==> config.mk <==
export PLATFORM = sky130hd
export DESIGN_NAME = fll_auto_truncate_flat
export DESIGN_NICKNAME = d
export VERILOG_FILES = /design/src/rtl/fll_auto_truncate_pkg.sv /design/src/rtl/fll_auto_truncate_if.sv /design/src/rtl/fll_msb_find.sv /design/src/rtl/fll_auto_truncate.sv /design/src/flat_wrapper.sv
export SDC_FILE = /design/constraint.sdc
export NUM_CORES = 1
export LEC_CHECK = 0
export BUFFER_PORTS_ARGS = -buffer_cell sky130_fd_sc_hd__buf_2
export CORE_ASPECT_RATIO = 1.75
export CORE_MARGIN = 4
export CORE_UTILIZATION = 50
export CTS_CLUSTER_DIAMETER = 120
export DETAILED_ROUTE_END_ITERATION = 6
export HOLD_SLACK_MARGIN = 0.05
export PLACE_DENSITY = 0.7
export SETUP_SLACK_MARGIN = 0.5
export SLEW_MARGIN = 20
export SYNTH_ARGS = -nofsm -noshare
export SYNTH_HDL_FRONTEND = slang
export SYNTH_SLANG_ARGS = --single-unit
==> constraint.sdc <==
create_clock -name clk -period 11.7 [get_ports clk]
set_input_delay 1.755 -clock clk [delete_from_list [all_inputs] [get_ports clk]]
set_output_delay 1.755 -clock clk [all_outputs]
set_load 0.03 [all_outputs]
==> src/rtl/fll_auto_truncate_pkg.sv <==
// rtl/fll_auto_truncate_pkg.sv - shared FLL truncator widths and index-range derivations
package fll_auto_truncate_pkg;

    localparam int DEF_INPUT_WIDTH  = 19;
    localparam int DEF_OUTPUT_WIDTH = 15;
    localparam int DEF_INDEX_WIDTH  = 5;
    localparam int DEF_WINDOW_LEN   = 1024;
    localparam int DEF_WINDOW_WIDTH = 10;

    // Lowest usable index keeps the slice inside the sample; highest leaves the sign bit above it.
    function automatic int min_index(input int output_width);
        return output_width - 2;
    endfunction

    function automatic int max_index(input int input_width);
        return input_width - 2;
    endfunction

endpackage

==> src/rtl/fll_auto_truncate_if.sv <==
// rtl/fll_auto_truncate_if.sv - sample/index bus between the FLL datapath and the truncator
interface fll_auto_truncate_if
    import fll_auto_truncate_pkg::*;
#(
    parameter int INPUT_WIDTH  = DEF_INPUT_WIDTH,
    parameter int OUTPUT_WIDTH = DEF_OUTPUT_WIDTH,
    parameter int INDEX_WIDTH  = DEF_INDEX_WIDTH
);
    logic                    in_valid;
    logic [INPUT_WIDTH-1:0]  in;
    logic                    auto_en;
    logic [INDEX_WIDTH-1:0]  index_in;
    logic                    out_valid;
    logic [OUTPUT_WIDTH-1:0] out;
    logic                    sat;
    logic [INDEX_WIDTH-1:0]  index_out;
    logic                    index_update;

    modport master (
        output in_valid, in, auto_en, index_in,
        input  out_valid, out, sat, index_out, index_update
    );

    modport slave (
        input  in_valid, in, auto_en, index_in,
        output out_valid, out, sat, index_out, index_update
    );
endinterface

==> src/rtl/fll_msb_find.sv <==
// rtl/fll_msb_find.sv - highest-set-bit priority encoder, 0 for an all-zero vector
module fll_msb_find #(
    parameter int N = 18,
    parameter int W = 5
) (
    input  logic [N-1:0] vec,
    output logic [W-1:0] pos
);
    always_comb begin
        pos = '0;
        for (int i = 0; i < N; i++) begin
            if (vec[i]) pos = W'(i);
        end
    end
endmodule

==> src/rtl/fll_auto_truncate.sv <==
// rtl/fll_auto_truncate.sv - registered signed truncator with saturation and windowed peak index tracking
module fll_auto_truncate
    import fll_auto_truncate_pkg::*;
#(
    parameter int INPUT_WIDTH  = DEF_INPUT_WIDTH,
    parameter int OUTPUT_WIDTH = DEF_OUTPUT_WIDTH,
    parameter int INDEX_WIDTH  = DEF_INDEX_WIDTH,
    parameter int WINDOW_LEN   = DEF_WINDOW_LEN,
    parameter int WINDOW_WIDTH = DEF_WINDOW_WIDTH
) (
    input logic clk,
    input logic reset,
    fll_auto_truncate_if.slave bus
);
    localparam int MIN_INDEX = min_index(OUTPUT_WIDTH);
    localparam int MAX_INDEX = max_index(INPUT_WIDTH);
    localparam int MAG_WIDTH = INPUT_WIDTH - 1;
    localparam logic [INDEX_WIDTH-1:0]  MIN_IDX  = INDEX_WIDTH'(MIN_INDEX);
    localparam logic [INDEX_WIDTH-1:0]  MAX_IDX  = INDEX_WIDTH'(MAX_INDEX);
    localparam logic [WINDOW_WIDTH-1:0] LAST_CNT = WINDOW_WIDTH'(WINDOW_LEN - 1);

    function automatic logic [INDEX_WIDTH-1:0] clamp_idx(input logic [INDEX_WIDTH-1:0] v);
        if (v < MIN_IDX) return MIN_IDX;
        if (v > MAX_IDX) return MAX_IDX;
        return v;
    endfunction

    logic                    auto_d;
    logic [INDEX_WIDTH-1:0]  idx_q, idx_n;
    logic [WINDOW_WIDTH-1:0] count_q, count_n, count_eff;
    logic [MAG_WIDTH-1:0]    peak_q, peak_n, peak_eff, peak_new, mag;
    logic [INDEX_WIDTH-1:0]  p, p_idx, decay_idx, man_idx, use_idx;
    logic                    seed, update_n, sat_n, sign;
    logic [INPUT_WIDTH-1:0]  shifted;
    logic [OUTPUT_WIDTH-1:0] out_n;

    assign sign     = bus.in[INPUT_WIDTH-1];
    assign seed     = bus.auto_en & ~auto_d;
    assign man_idx  = clamp_idx(bus.index_in);
    // A rising auto_en seeds from index_in, so the seeding cycle already uses the manual value.
    assign use_idx  = (!bus.auto_en || seed) ? man_idx : idx_q;
    assign count_eff = seed ? '0 : count_q;
    assign peak_eff  = seed ? '0 : peak_q;
    assign mag       = bus.in[MAG_WIDTH-1:0] ^ {MAG_WIDTH{sign}};
    assign peak_new  = peak_eff | mag;

    fll_msb_find #(
        .N(MAG_WIDTH),
        .W(INDEX_WIDTH)
    ) u_msb_find (
        .vec(peak_new),
        .pos(p)
    );

    assign p_idx     = clamp_idx(p);
    assign decay_idx = (use_idx > MIN_IDX) ? use_idx - INDEX_WIDTH'(1) : MIN_IDX;

    always_comb begin
        sat_n = 1'b0;
        for (int j = MIN_INDEX + 1; j <= MAX_INDEX; j++) begin
            if ((INDEX_WIDTH'(j) > use_idx) && (bus.in[j] != sign)) sat_n = 1'b1;
        end
    end

    assign shifted = bus.in >> (use_idx - MIN_IDX);
    assign out_n   = sat_n ? {sign, {(OUTPUT_WIDTH-1){~sign}}}
                           : {sign, shifted[OUTPUT_WIDTH-2:0]};

    always_comb begin
        idx_n    = idx_q;
        count_n  = count_q;
        peak_n   = peak_q;
        update_n = 1'b0;
        if (!bus.auto_en) begin
            count_n = '0;
            peak_n  = '0;
            if (bus.in_valid) idx_n = man_idx;
        end else begin
            idx_n   = use_idx;
            count_n = count_eff;
            peak_n  = peak_eff;
            if (bus.in_valid) begin
                if (count_eff == LAST_CNT) begin
                    count_n = '0;
                    peak_n  = '0;
                    // Fast attack to the peak, but decay only one step per window.
                    if (p > use_idx)      idx_n = p_idx;
                    else if (p < use_idx) idx_n = decay_idx;
                    update_n = (idx_n != use_idx);
                end else begin
                    count_n = count_eff + WINDOW_WIDTH'(1);
                    peak_n  = peak_new;
                end
            end
        end
    end

    always_ff @(posedge clk) begin
        if (reset) begin
            auto_d           <= 1'b0;
            idx_q            <= MIN_IDX;
            count_q          <= '0;
            peak_q           <= '0;
            bus.out_valid    <= 1'b0;
            bus.out          <= '0;
            bus.sat          <= 1'b0;
            bus.index_update <= 1'b0;
        end else begin
            auto_d           <= bus.auto_en;
            idx_q            <= idx_n;
            count_q          <= count_n;
            peak_q           <= peak_n;
            bus.out_valid    <= bus.in_valid;
            bus.index_update <= update_n;
            if (bus.in_valid) begin
                bus.out <= out_n;
                bus.sat <= sat_n;
            end
        end
    end

    assign bus.index_out = idx_q;

endmodule
==> src/flat_wrapper.sv <==
// flat-port wrapper written by rule: the top's interface ports become plain ports
module fll_auto_truncate_flat import fll_auto_truncate_pkg::*;
#(
    parameter int INPUT_WIDTH  = DEF_INPUT_WIDTH,
    parameter int OUTPUT_WIDTH = DEF_OUTPUT_WIDTH,
    parameter int INDEX_WIDTH  = DEF_INDEX_WIDTH,
    parameter int WINDOW_LEN   = DEF_WINDOW_LEN,
    parameter int WINDOW_WIDTH = DEF_WINDOW_WIDTH
)
  (clk, reset, bus_in_valid, bus_in, bus_auto_en, bus_index_in, bus_out_valid, bus_out, bus_sat, bus_index_out, bus_index_update);
  fll_auto_truncate_if #(.INPUT_WIDTH(INPUT_WIDTH), .OUTPUT_WIDTH(OUTPUT_WIDTH), .INDEX_WIDTH(INDEX_WIDTH)) bus_i ();
  input logic clk;
  input logic reset;
  input wire logic [$bits(bus_i.in_valid)-1:0] bus_in_valid;
  input wire logic [$bits(bus_i.in)-1:0] bus_in;
  input wire logic [$bits(bus_i.auto_en)-1:0] bus_auto_en;
  input wire logic [$bits(bus_i.index_in)-1:0] bus_index_in;
  output wire logic [$bits(bus_i.out_valid)-1:0] bus_out_valid;
  output wire logic [$bits(bus_i.out)-1:0] bus_out;
  output wire logic [$bits(bus_i.sat)-1:0] bus_sat;
  output wire logic [$bits(bus_i.index_out)-1:0] bus_index_out;
  output wire logic [$bits(bus_i.index_update)-1:0] bus_index_update;
  assign bus_i.in_valid = bus_in_valid;
  assign bus_i.in = bus_in;
  assign bus_i.auto_en = bus_auto_en;
  assign bus_i.index_in = bus_index_in;
  assign bus_out_valid = bus_i.out_valid;
  assign bus_out = bus_i.out;
  assign bus_sat = bus_i.sat;
  assign bus_index_out = bus_i.index_out;
  assign bus_index_update = bus_i.index_update;
  fll_auto_truncate #(.INPUT_WIDTH(INPUT_WIDTH), .OUTPUT_WIDTH(OUTPUT_WIDTH), .INDEX_WIDTH(INDEX_WIDTH), .WINDOW_LEN(WINDOW_LEN), .WINDOW_WIDTH(WINDOW_WIDTH)) u_core (.clk(clk), .reset(reset), .bus(bus_i));
endmodule
Word level (Yosys, flattened, before mapping)

Index checks and enable logic that the tools add are counted.

Register bits: 52
Bits in latches: 0
Memory bits (writable): 0
Memory bits (read-only): 0
Input bits: 28
Output and inout bits: 23
Memories: 0

Add/sub/neg operators: 3
Multipliers: 0
Divide/modulo/power cells: 0
Order comparisons: 11
Equal/unequal tests: 6
Shifts and indexed selects: 1
Multiplexer cells: 53
Bitwise gates (word level): 8
Reduce and logical (&&, ||, !) cells: 9

Operators with widths:

| cell                                                                            | number |
|---|---|
| 5-bit two-way mux                                                               | 35 |
| 18-bit two-way mux                                                              | 3 |
| 10-bit two-way mux                                                              | 3 |
| 19-bit by 5-bit right shift with 14-bit output                                  | 1 |
| 18-bit OR                                                                       | 1 |
| 18-bit bitwise XOR                                                              | 1 |
| 14-bit two-way mux                                                              | 1 |
| 1-bit two-way mux                                                               | 11 |
| 10-bit by 1-bit adder with 10-bit output, second input constant                 | 1 |
| 10-bit == test, second input constant                                           | 1 |
| 4-bit by 5-bit greater-than comparator with 1-bit output, first input constant  | 2 |
| 5-bit greater-than comparator, first input constant                             | 2 |
| 5-bit greater-than comparator, second input constant                            | 2 |
| 5-bit by 4-bit less-than comparator with 1-bit output, second input constant    | 2 |
| 5-bit by 4-bit greater-than comparator with 1-bit output, second input constant | 1 |
| 5-bit greater-than comparator                                                   | 1 |
| 5-bit less-than comparator                                                      | 1 |
| 5-bit != test                                                                   | 1 |
| 1-bit inverter                                                                  | 5 |
| 5-bit by 1-bit subtractor with 5-bit output, second input constant              | 1 |
| 5-bit by 4-bit subtractor with 5-bit output, second input constant              | 1 |
| 1-bit logical AND                                                               | 4 |
| 1-bit != test                                                                   | 4 |
| 4-bit OR reduction                                                              | 1 |
| 5 further kinds                                                                 | 5 |

Depth between registers and ports, before layout

Gate-level depths: netlist of run 1.

Word-level depth: 33
Gate-level depth with buffers: 19
Gate-level depth less buffers: 15

Cells and area by module

From an unflattened synthesis of run 1, not the netlist that was laid out.

Cells, all modules: 524
Area total of the unflattened synthesis: 4161.5 µm²

Modules (own cells, without submodules):

| module            | times used | cells each | area an instance (µm²) | seq. area each (µm²) |
|---|---|---|---|---|
| fll_auto_truncate | 1          | 496        | 3997.6                 | 1041.0 |
| fll_msb_find      | 1          | 28         | 163.9                  | 0.0 |

Worst setup path before layout of run 1

No wires, ideal clock.

Kind: input to register
Start point: in bus_in[18]
End point: reg u_core.bus.index_update
Library setup time: 0.091 ns
Data arrival time: 5.058 ns
Data required time: 11.609 ns
Path slack: 6.552 ns
Stages: 18
Buffers on the path: 4
Cell sequence: clkbuf_1 clkbuf_1 clkbuf_1 xor2_1 a21oi_1 o2111ai_1 a31oi_1 nor2_1 nor2_1 ha_1 nor2b_1 o21a_1 or2_2 clkbuf_1 a2111oi_0 nor4_1 and3_1 a311oi_1

Longest elaborated chain between the ends: 29

Ends and longest elaborated chain:

| what                            | line                       | source |
|---|---|---|
| start: declaration              | flat_wrapper.sv:15         | `input wire logic [$bits(bus_i.in)-1:0] bus_in;` |
| 18-bit bitwise XOR (*)          | fll_auto_truncate.sv:44    | `assign mag = bus.in[MAG_WIDTH-1:0] ^ {MAG_WIDTH{sign}};` |
| 18-bit OR (*)                   | fll_auto_truncate.sv:45    | `assign peak_new = peak_eff \| mag;` |
| 1-bit two-way mux               | fll_msb_find.sv:12         | `if (vec[i]) pos = W'(i);` |
| 5-bit two-way mux (15 in a row) | fll_msb_find.sv:12         |  |
| 5-bit two-way mux (*)           | fll_msb_find.sv:12         |  |
| 5-bit greater-than comparator   | fll_auto_truncate.sv:24    | `if (v > MAX_IDX) return MAX_IDX;` |
| 1-bit two-way mux (2 in a row)  | fll_auto_truncate.sv:24    |  |
| 5-bit two-way mux               | fll_auto_truncate.sv:25    | `return v;` |
| 5-bit two-way mux               | fll_auto_truncate.sv:24    |  |
| 5-bit two-way mux (*)           | fll_auto_truncate.sv:87    | `if (p > use_idx) idx_n = p_idx;` |
| 5-bit two-way mux (*)           | fll_auto_truncate.sv:83    | `if (count_eff == LAST_CNT) begin` |
| 5-bit two-way mux (*)           | fll_auto_truncate.sv:82    | `if (bus.in_valid) begin` |
| 5-bit two-way mux (*)           | fll_auto_truncate.sv:74    | `if (!bus.auto_en) begin` |
| 5-bit != test (*)               | fll_auto_truncate.sv:89    | `update_n = (idx_n != use_idx);` |
| end signal: assignment          | fll_auto_truncate.sv:114   | `bus.index_update <= update_n;` |
| end: declaration                | fll_auto_truncate_if.sv:26 | `output out_valid, out, sat, index_out, index_update` |

Every way passes the cells marked *; elsewhere a longest branch is shown, timed or not. The select of a mux whose other input is x is not followed.
A chain may end at the register's enable or synchronous reset.

Worst setup path in the final report of run 1

Start point: in bus_auto_en
End point: reg u_core.bus.index_update

Longest elaborated chain between the ends: 30

Ends and longest elaborated chain:

| what                            | line                    | source |
|---|---|---|
| start: declaration              | flat_wrapper.sv:16      | `input wire logic [$bits(bus_i.auto_en)-1:0] bus_auto_en;` |
| 1-bit AND                       | fll_auto_truncate.sv:38 | `assign seed = bus.auto_en & ~auto_d;` |
| 18-bit two-way mux              | fll_auto_truncate.sv:43 | `assign peak_eff = seed ? '0 : peak_q;` |
| 18-bit OR                       | fll_auto_truncate.sv:45 |  |
| 1-bit two-way mux               | fll_msb_find.sv:12      |  |
| 5-bit two-way mux (16 in a row) | fll_msb_find.sv:12      |  |
| 5-bit greater-than comparator   | fll_auto_truncate.sv:24 |  |
| 1-bit two-way mux (2 in a row)  | fll_auto_truncate.sv:24 |  |
| 5-bit two-way mux               | fll_auto_truncate.sv:25 |  |
| 5-bit two-way mux               | fll_auto_truncate.sv:24 |  |
| 5-bit two-way mux               | fll_auto_truncate.sv:87 |  |
| 5-bit two-way mux               | fll_auto_truncate.sv:83 |  |
| 5-bit two-way mux               | fll_auto_truncate.sv:82 |  |
| 5-bit two-way mux               | fll_auto_truncate.sv:74 |  |
| 5-bit != test                   | fll_auto_truncate.sv:89 |  |

Several ways; a longest one is shown, not always the timed one. The select of a mux whose other input is x is not followed.

==> flow_summary.yaml, run 1 <==
placement:
  routabilityCongestion: 0.967
  io_buffer_count: 50
  place_ws_ns: 5.91
  placement.cell_area_um2: 4700
  place.detailed.instances: 713
  detailedPlacementHpwl_mm: 9.61
worst_hold_path:
  hold_path_class: "reg2reg"
synthesis:
  ys_warn_count: 0
  mean_cell_area_of_the_mapped_netlist_um2: 7.59
  mappedNetlistNets: 630
  post_synth_num_cell_types: 72
  ys_ff_latch: 51
  mappedNetlistArea_um2: 4500
  synth_top_area_share_pct: 22.7
  yosysTopAreaCell: "sky130_fd_sc_hd__dfxtp_1"
  asyncSetResetFlopFracSynth_pct: 0
  synth-seq-area-share_pct: 22.7
  synth_flop_cell: "sky130_fd_sc_hd__dfxtp_1"
  synthesis.instances: 593
  synth.area.top_cells: "sky130_fd_sc_hd__dfxtp_1 23%, sky130_fd_sc_hd__nor2_1 5.7%, sky130_fd_sc_hd__mux2i_1 4.7%, sky130_fd_sc_hd__o21ai_0 4.3%, sky130_fd_sc_hd__mux4_2 4.0%"
  synth-edff-count: 0
sta:
  final-hold-violation-count: 0
  final-max-slew-violation-count: 0
  rsz0062_at_grt: "no"
  max_freq_mhz: 178
  timing.final.crit_period_ns: 5.63
  worst_clock_skew_ns: 0.00440
  slew_headroom_pct: 39.4
  final.setup.worst_slack_ns: 6.07
  fin_setup_tns_ns: 0
  timing_worst_slew_pin_value_ns: 0.903
  final-setup-viol-count: 0
  final.period_utilization_pct: 48.1
die:
  die-area_um2: 10600
  fp.coreArea_um2: 8730
  std_cell_rows: 45
  chipHeight_um: 133
  floorplan.die.width_um: 79.7
  floorplan.initialDensity_pct: 51.5
  io-pin-count: 51
layout:
  post-route-util_pct: 55.5
  nets: 640
  synthToLayoutAreaGrowth_pct: 7.59
  stdcell_area_um2: 4840
  antennaDiodeCount: 0
  finalNonFillerCells: 721
  drive_above_1_share_pct: 14.7
route:
  drt_pre_antenna_iters: 5
  drt_wl_total_mm: 13.3
  routed_wire_length_per_instance_um: 18.5
  drtAntennaViolNets: 0
  via_count: 4629
  drt_iter0_markers: 314
  drcViolationCount: 0
  post_drt_via_cell_ratio: 6.42
power_and_ir_drop:
  max-vdd-ir-drop_mv: 0.0640
  reported_leakage_power_nw: 1.96
  power.density_cell_area_nw_per_um2: 105
worst_setup_path:
  critPathLaunchType: "input pin"
  crit_path_max_fanout: 19
  critPathKind: "in2reg"
  cp.required_ns: 11.90
  critical_path_arrival_ns: 5.83
  worst_setup_path_end_kind: "flop"
grt:
  grt_pass1_vias: 4404
  grt_max_degree: 59
  grt_overflow_total: 0
  gr-usage-all-layers_pct: 24.7
  antenna_found_initial: 0
  grt_first_pass_wirelength_mm: 21.3
clock_tree:
  post_cts_hold_buffer_count: 0
  clock_path_buffers: 2
  cts.sink_count: 51
  tritoncts_clock_tree: "done"
  post_cts.resized_instances: 0
  root_buffer: "sky130_fd_sc_hd__clkbuf_16"
  number_of_buffers_created_by_cts: 5
  clkSlewWorstSetupHoldPaths_ns: 0.07
  clk_latency_ns: 0.30
  htreeDepth: 2
  post-cts-setup-buffer-count: 0
run:
  max_cap_viol_count: 0
outcome:
  status: "completed"
layer usage:
| metal | track usage (%) | wire length (um) | part of all wire (%) | vias to the layer above |
|---|---|---|---|---|
| met5 | 0 | 0 | 0 | - |
| met2 | 44.2 | 6990 | 52 | 176 |
| met1 | 28.8 | 5310 | 40 | 2186 |
| met3 | 3.04 | 583 | 4.4 | 42 |
| met4 | 10.8 | 453 | 3.4 | 0 |
| li1 | - | - | - | 2225 |
stage by stage:
step                      total power [W]  hold slack [ns]
after detailed placement         0.000358            0.469
final                            0.000508            0.475
after CTS                        0.000507            0.478
after floorplan                  0.000319            0.480
after global placement           0.000355            0.462
after global routing             0.000530            0.496
final cells by class:
cell class | instances | area (um2)
well taps | 117 | 146
flip-flops and latches | 51 | 1020
repair buffers | 54 | 280
inverters | 14 | 57.6
clock inverters | 3 | 18.8
fillers | 870 | 3890
clock buffers | 5 | 125
multi-input cells | 477 | 3190
layout by cell type (no fill, tap or decap), types with 13 or more instances in the layout:
cell                      instances
sky130_fd_sc_hd__nor2_1          68
sky130_fd_sc_hd__dfxtp_1         51
sky130_fd_sc_hd__buf_2           50
sky130_fd_sc_hd__nand2_1         47
sky130_fd_sc_hd__o21ai_0         39
sky130_fd_sc_hd__a21oi_1         33
sky130_fd_sc_hd__nor3_1          25
sky130_fd_sc_hd__mux2i_1         21
sky130_fd_sc_hd__and3_1          18
sky130_fd_sc_hd__xor2_1          17
sky130_fd_sc_hd__nand3_1         17
sky130_fd_sc_hd__inv_1           13
synthesized netlist by cell type (7+ instances only):
master                     instances
sky130_fd_sc_hd__mux4_2            8
sky130_fd_sc_hd__and3_1           18
sky130_fd_sc_hd__a21oi_1          33
sky130_fd_sc_hd__a211oi_1         12
sky130_fd_sc_hd__nor2_1           68
sky130_fd_sc_hd__clkbuf_1         37
sky130_fd_sc_hd__mux2i_1          21
sky130_fd_sc_hd__xor2_1           17
sky130_fd_sc_hd__a22oi_1          12
sky130_fd_sc_hd__o211ai_1          7
sky130_fd_sc_hd__inv_1            13
sky130_fd_sc_hd__o22ai_1          10
sky130_fd_sc_hd__ha_1              9
sky130_fd_sc_hd__xnor2_1          11
sky130_fd_sc_hd__o21ai_0          39
sky130_fd_sc_hd__nor3_1           25
sky130_fd_sc_hd__nand2_1          47
sky130_fd_sc_hd__nand3_1          17
sky130_fd_sc_hd__dfxtp_1          51
registers in the layout, summed over array words and instances (netlist names):
| register | count |
|---|---|
| u_core.bus.index_update | 1 |
| u_core.bus.out_valid | 1 |
| u_core.peak_q | 17 |
| u_core.bus.sat | 1 |
| u_core.auto_d | 1 |
| u_core.count_q | 10 |
| u_core.bus.index_out | 5 |
| u_core.bus.out | 15 |
worst paths after layout:
kind                       from                       to  slack [ns]  cells after the start
max                 bus_auto_en  u_core.bus.index_update        6.07                     16
min          u_core.bus.out[10]       u_core.bus.out[10]        0.47                      2
max reg2reg       u_core.auto_d  u_core.bus.index_update        7.45                     15
min reg2reg  u_core.bus.out[10]       u_core.bus.out[10]        0.47                      2
report_power, final:
group          leakage [nW]  switching, W  internal [W]
sequential            0.418    0.00000756      0.000183
clock                0.0740     0.0000713     0.0000796
combinational          1.46      0.000105     0.0000615
critical path, cell delays in order:
cell	delay (ns)
sky130_fd_sc_hd__buf_2	0.28
sky130_fd_sc_hd__nor2b_1	0.76
sky130_fd_sc_hd__o22ai_1	0.23
sky130_fd_sc_hd__a21oi_1	0.17
sky130_fd_sc_hd__o2111ai_1	0.13
sky130_fd_sc_hd__a31oi_1	0.20
sky130_fd_sc_hd__nor2_1	0.06
sky130_fd_sc_hd__nor2_1	0.11
sky130_fd_sc_hd__ha_1	0.26
sky130_fd_sc_hd__nor2b_1	0.14
sky130_fd_sc_hd__o21a_1	0.18
sky130_fd_sc_hd__or2_2	0.37
sky130_fd_sc_hd__and3_1	0.22
sky130_fd_sc_hd__a2111oi_0	0.55
sky130_fd_sc_hd__a221oi_1	0.11
sky130_fd_sc_hd__a311oi_1	0.31
kinds of logic after synthesis:
group                    synth area share (%)
multiplexers                             11.4
flip-flops                               22.7
AO/OA/AOI/OAI                            25.8
AND/OR/NAND/NOR                          25.8
adder cells (fa/ha/maj)                  2.50
buffers and inverters                    6.37
XOR/XNOR                                 5.45
Note: power is estimated with default switching activity, not from simulation.
==> run 2, diff against run 1 <==
--- a/config.mk
+++ b/config.mk
@@ -12,7 +12,7 @@
 export CTS_CLUSTER_DIAMETER = 120
 export DETAILED_ROUTE_END_ITERATION = 6
 export HOLD_SLACK_MARGIN = 0.05
-export PLACE_DENSITY = 0.7
+export PLACE_DENSITY = 0.73
 export SETUP_SLACK_MARGIN = 0.5
 export SLEW_MARGIN = 20
 export SYNTH_ARGS = -nofsm -noshare
==> constraint.sdc (replaced) <==
create_clock -name clk -period 4.7 [get_ports clk]
set_input_delay 0.705 -clock clk [delete_from_list [all_inputs] [get_ports clk]]
set_output_delay 0.705 -clock clk [all_outputs]
set_load 0.03 [all_outputs]
==> flow_summary.yaml, run 2 (same netlist as run 1, synthesis figures left out) <==
grt:
  grt.met1_usage_pct: 31.2
  grt_use_met3_pct: 3.32
  grt_pass1_vias: 4475
  grt_busiest_layer: "met2"
  gr-usage-all-layers_pct: 26.3
  grt_overflow_total: 0
  grt_max_degree: 45
  global_route.usage.met2_pct: 45.7
  antenna_found_initial: 1
  grt_first_pass_wirelength_mm: 22.6
clock_tree:
  number_of_buffers_created_by_cts: 5
  cts.sink_count: 51
  post_cts.resized_instances: 0
  post-cts-setup-buffer-count: 0
  tritoncts_clock_tree: "done"
  clk_latency_ns: 0.30
  root_buffer: "sky130_fd_sc_hd__clkbuf_16"
  htreeDepth: 2
  clock_path_buffers: 2
  clkSlewWorstSetupHoldPaths_ns: 0.07
  post_cts_hold_buffer_count: 0
layout:
  nets: 651
  largest_register_ff_count: 17
  largest_registers: "u_core.peak_q (17), u_core.bus.out (15), u_core.count_q (10)"
  fillers: 830
  most_common_cell_after_layout_fill_and_taps_aside: "sky130_fd_sc_hd__nor2_1"
  synthToLayoutAreaGrowth_pct: 10.9
  multi_input_comb_area_um2: 3200
  post-route-util_pct: 57.2
  drive_above_1_share_pct: 16.6
  stdcell_area_um2: 4990
  commonest_cells_after_routing_fill_and_taps_aside: "68 x sky130_fd_sc_hd__nor2_1, 51 x sky130_fd_sc_hd__dfxtp_1, 49 x sky130_fd_sc_hd__buf_2"
  register_ranked_first_by_flip_flop_count: "u_core.peak_q"
  layout.area.seq_um2: 1020
sta:
  final-hold-violation-count: 0
  worst_clock_skew_ns: 0.00787
  final.period_utilization_pct: 84.7
  max_freq_mhz: 251
  final-max-slew-violation-count: 0
  timing.final.crit_period_ns: 3.98
  rsz0062_at_grt: "no"
  slew_headroom_pct: 35.8
  final-setup-viol-count: 0
  fin_setup_tns_ns: 0
  timing_worst_slew_pin_value_ns: 0.955
worst_setup_path:
  timing.rr.start: "u_core.auto_d"
  worst_setup_path_end_kind: "flop"
  rrSetupSlack_ns: 0.84
  cp.required_ns: 4.91
  crit_path_max_fanout: 22
  critPathLaunchType: "input pin"
  critPathKind: "in2reg"
  critical_path_arrival_ns: 4.19
  r2r_cells: 14
  worstReg2RegEnd: "u_core.bus.index_update"
power_and_ir_drop:
  power.net_switching_w: 0.000457
  max-vdd-ir-drop_mv: 0.148
  clockPowerShare_pct: 32.4
  internal-power_w: 0.000885
  power.density_cell_area_nw_per_um2: 269
  seq_power_share_pct: 35.4
  reported_leakage_power_nw: 2.03
  netSwitchingFraction_pct: 34.1
  power_frac_comb_pct: 32.2
worst_hold_path:
  hold_path_class: "reg2reg"
  holdCritStartpoint: "u_core.bus.out[7]"
  hold-path-cell-count: 2
  hold_path_end: "u_core.bus.out[7]"
placement:
  placement.cell_area_um2: 4800
  detailedPlacementHpwl_mm: 10.3
  io_buffer_count: 50
  routabilityCongestion: 0.960
run:
  max_cap_viol_count: 0
die:
  floorplan.initialDensity_pct: 51.5
  die-area_um2: 10600
  io-pin-count: 51
  chipHeight_um: 133
  floorplan.die.width_um: 79.7
  std_cell_rows: 45
  fp.coreArea_um2: 8730
outcome:
  status: "completed"
route:
  drt_pre_antenna_iters: 5
  drcViolationCount: 0
  drtAntennaViolNets: 0
  drt_iter0_markers: 330
  via_count: 4715
  drt_wl_total_mm: 13.8
  routed_wire_length_per_instance_um: 18.9
  post_drt_via_cell_ratio: 6.43
run 2: through the flow:
step / worst slack (ns) / hold slack [ns] / instances / total power [W]
3_5_place_dp: 0.405 / 0.464 / 724 / 0.000907
2_1_floorplan: 0.602 / 0.480 / 593 / 0.000794
4_1_cts: 0.696 / 0.475 / 732 / 0.00134
6_report: 0.721 / 0.476 / 733 / 0.00134
5_1_grt: 0.511 / 0.489 / 733 / 0.00140
3_3_place_gp: 0.442 / 0.462 / 724 / 0.000902
run 2: layer usage:
| layer | share of wire (%) | wire length, um |
|---|---|---|
| met1 | 39 | 5420 |
| met2 | 52 | 7220 |
| met3 | 4.7 | 648 |
| met4 | 4.0 | 554 |
| met5 | 0 | 0 |
run 2: layout make-up:
class	instances	area share [%]
multi-input cells	477	64.1
flip-flops and latches	51	20.5
repair buffers	65	7.83
well taps	117	2.93
clock buffers	6	2.78
inverters	14	1.15
clock inverters	2	0.702
diodes	1	0.0502
run 2: worst max-delay path by stage:
stage                           start                       to  slack (ns)  cells past startpoint
after floorplan            bus_in[18]  u_core.bus.index_update        0.60                     18
after global placement    bus_auto_en  u_core.bus.index_update        0.44                     17
after detailed placement  bus_auto_en  u_core.bus.index_update        0.40                     17
after CTS                 bus_auto_en  u_core.bus.index_update        0.70                     17
after global routing       bus_in[18]  u_core.bus.index_update        0.51                     15
final                      bus_in[18]  u_core.bus.index_update        0.72                     15
run 2: critical path, stage by stage:
cell and delay, ns:
sky130_fd_sc_hd__buf_2 0.24, sky130_fd_sc_hd__or3b_2 0.50, sky130_fd_sc_hd__a22oi_1 0.19, sky130_fd_sc_hd__a311oi_1 0.08, sky130_fd_sc_hd__o311ai_0 0.41, sky130_fd_sc_hd__a21oi_1 0.15
sky130_fd_sc_hd__nor4_1 0.20, sky130_fd_sc_hd__nor2_1 0.07, sky130_fd_sc_hd__ha_1 0.31, sky130_fd_sc_hd__and3_1 0.19, sky130_fd_sc_hd__nor2_1 0.39, sky130_fd_sc_hd__and3_1 0.26
sky130_fd_sc_hd__o21ai_0 0.09, sky130_fd_sc_hd__and3_1 0.21, sky130_fd_sc_hd__a311oi_1 0.21
run 2: power by group through the flow:
stage / Combinational [W] / Sequential, W / Clock (W)
3_3_place_gp: 0.000419 / 0.000483 / 0
2_1_floorplan: 0.000283 / 0.000511 / 0
6_report: 0.000432 / 0.000474 / 0.000435
4_1_cts: 0.000425 / 0.000474 / 0.000441
3_5_place_dp: 0.000423 / 0.000484 / 0
5_1_grt: 0.000470 / 0.000477 / 0.000455
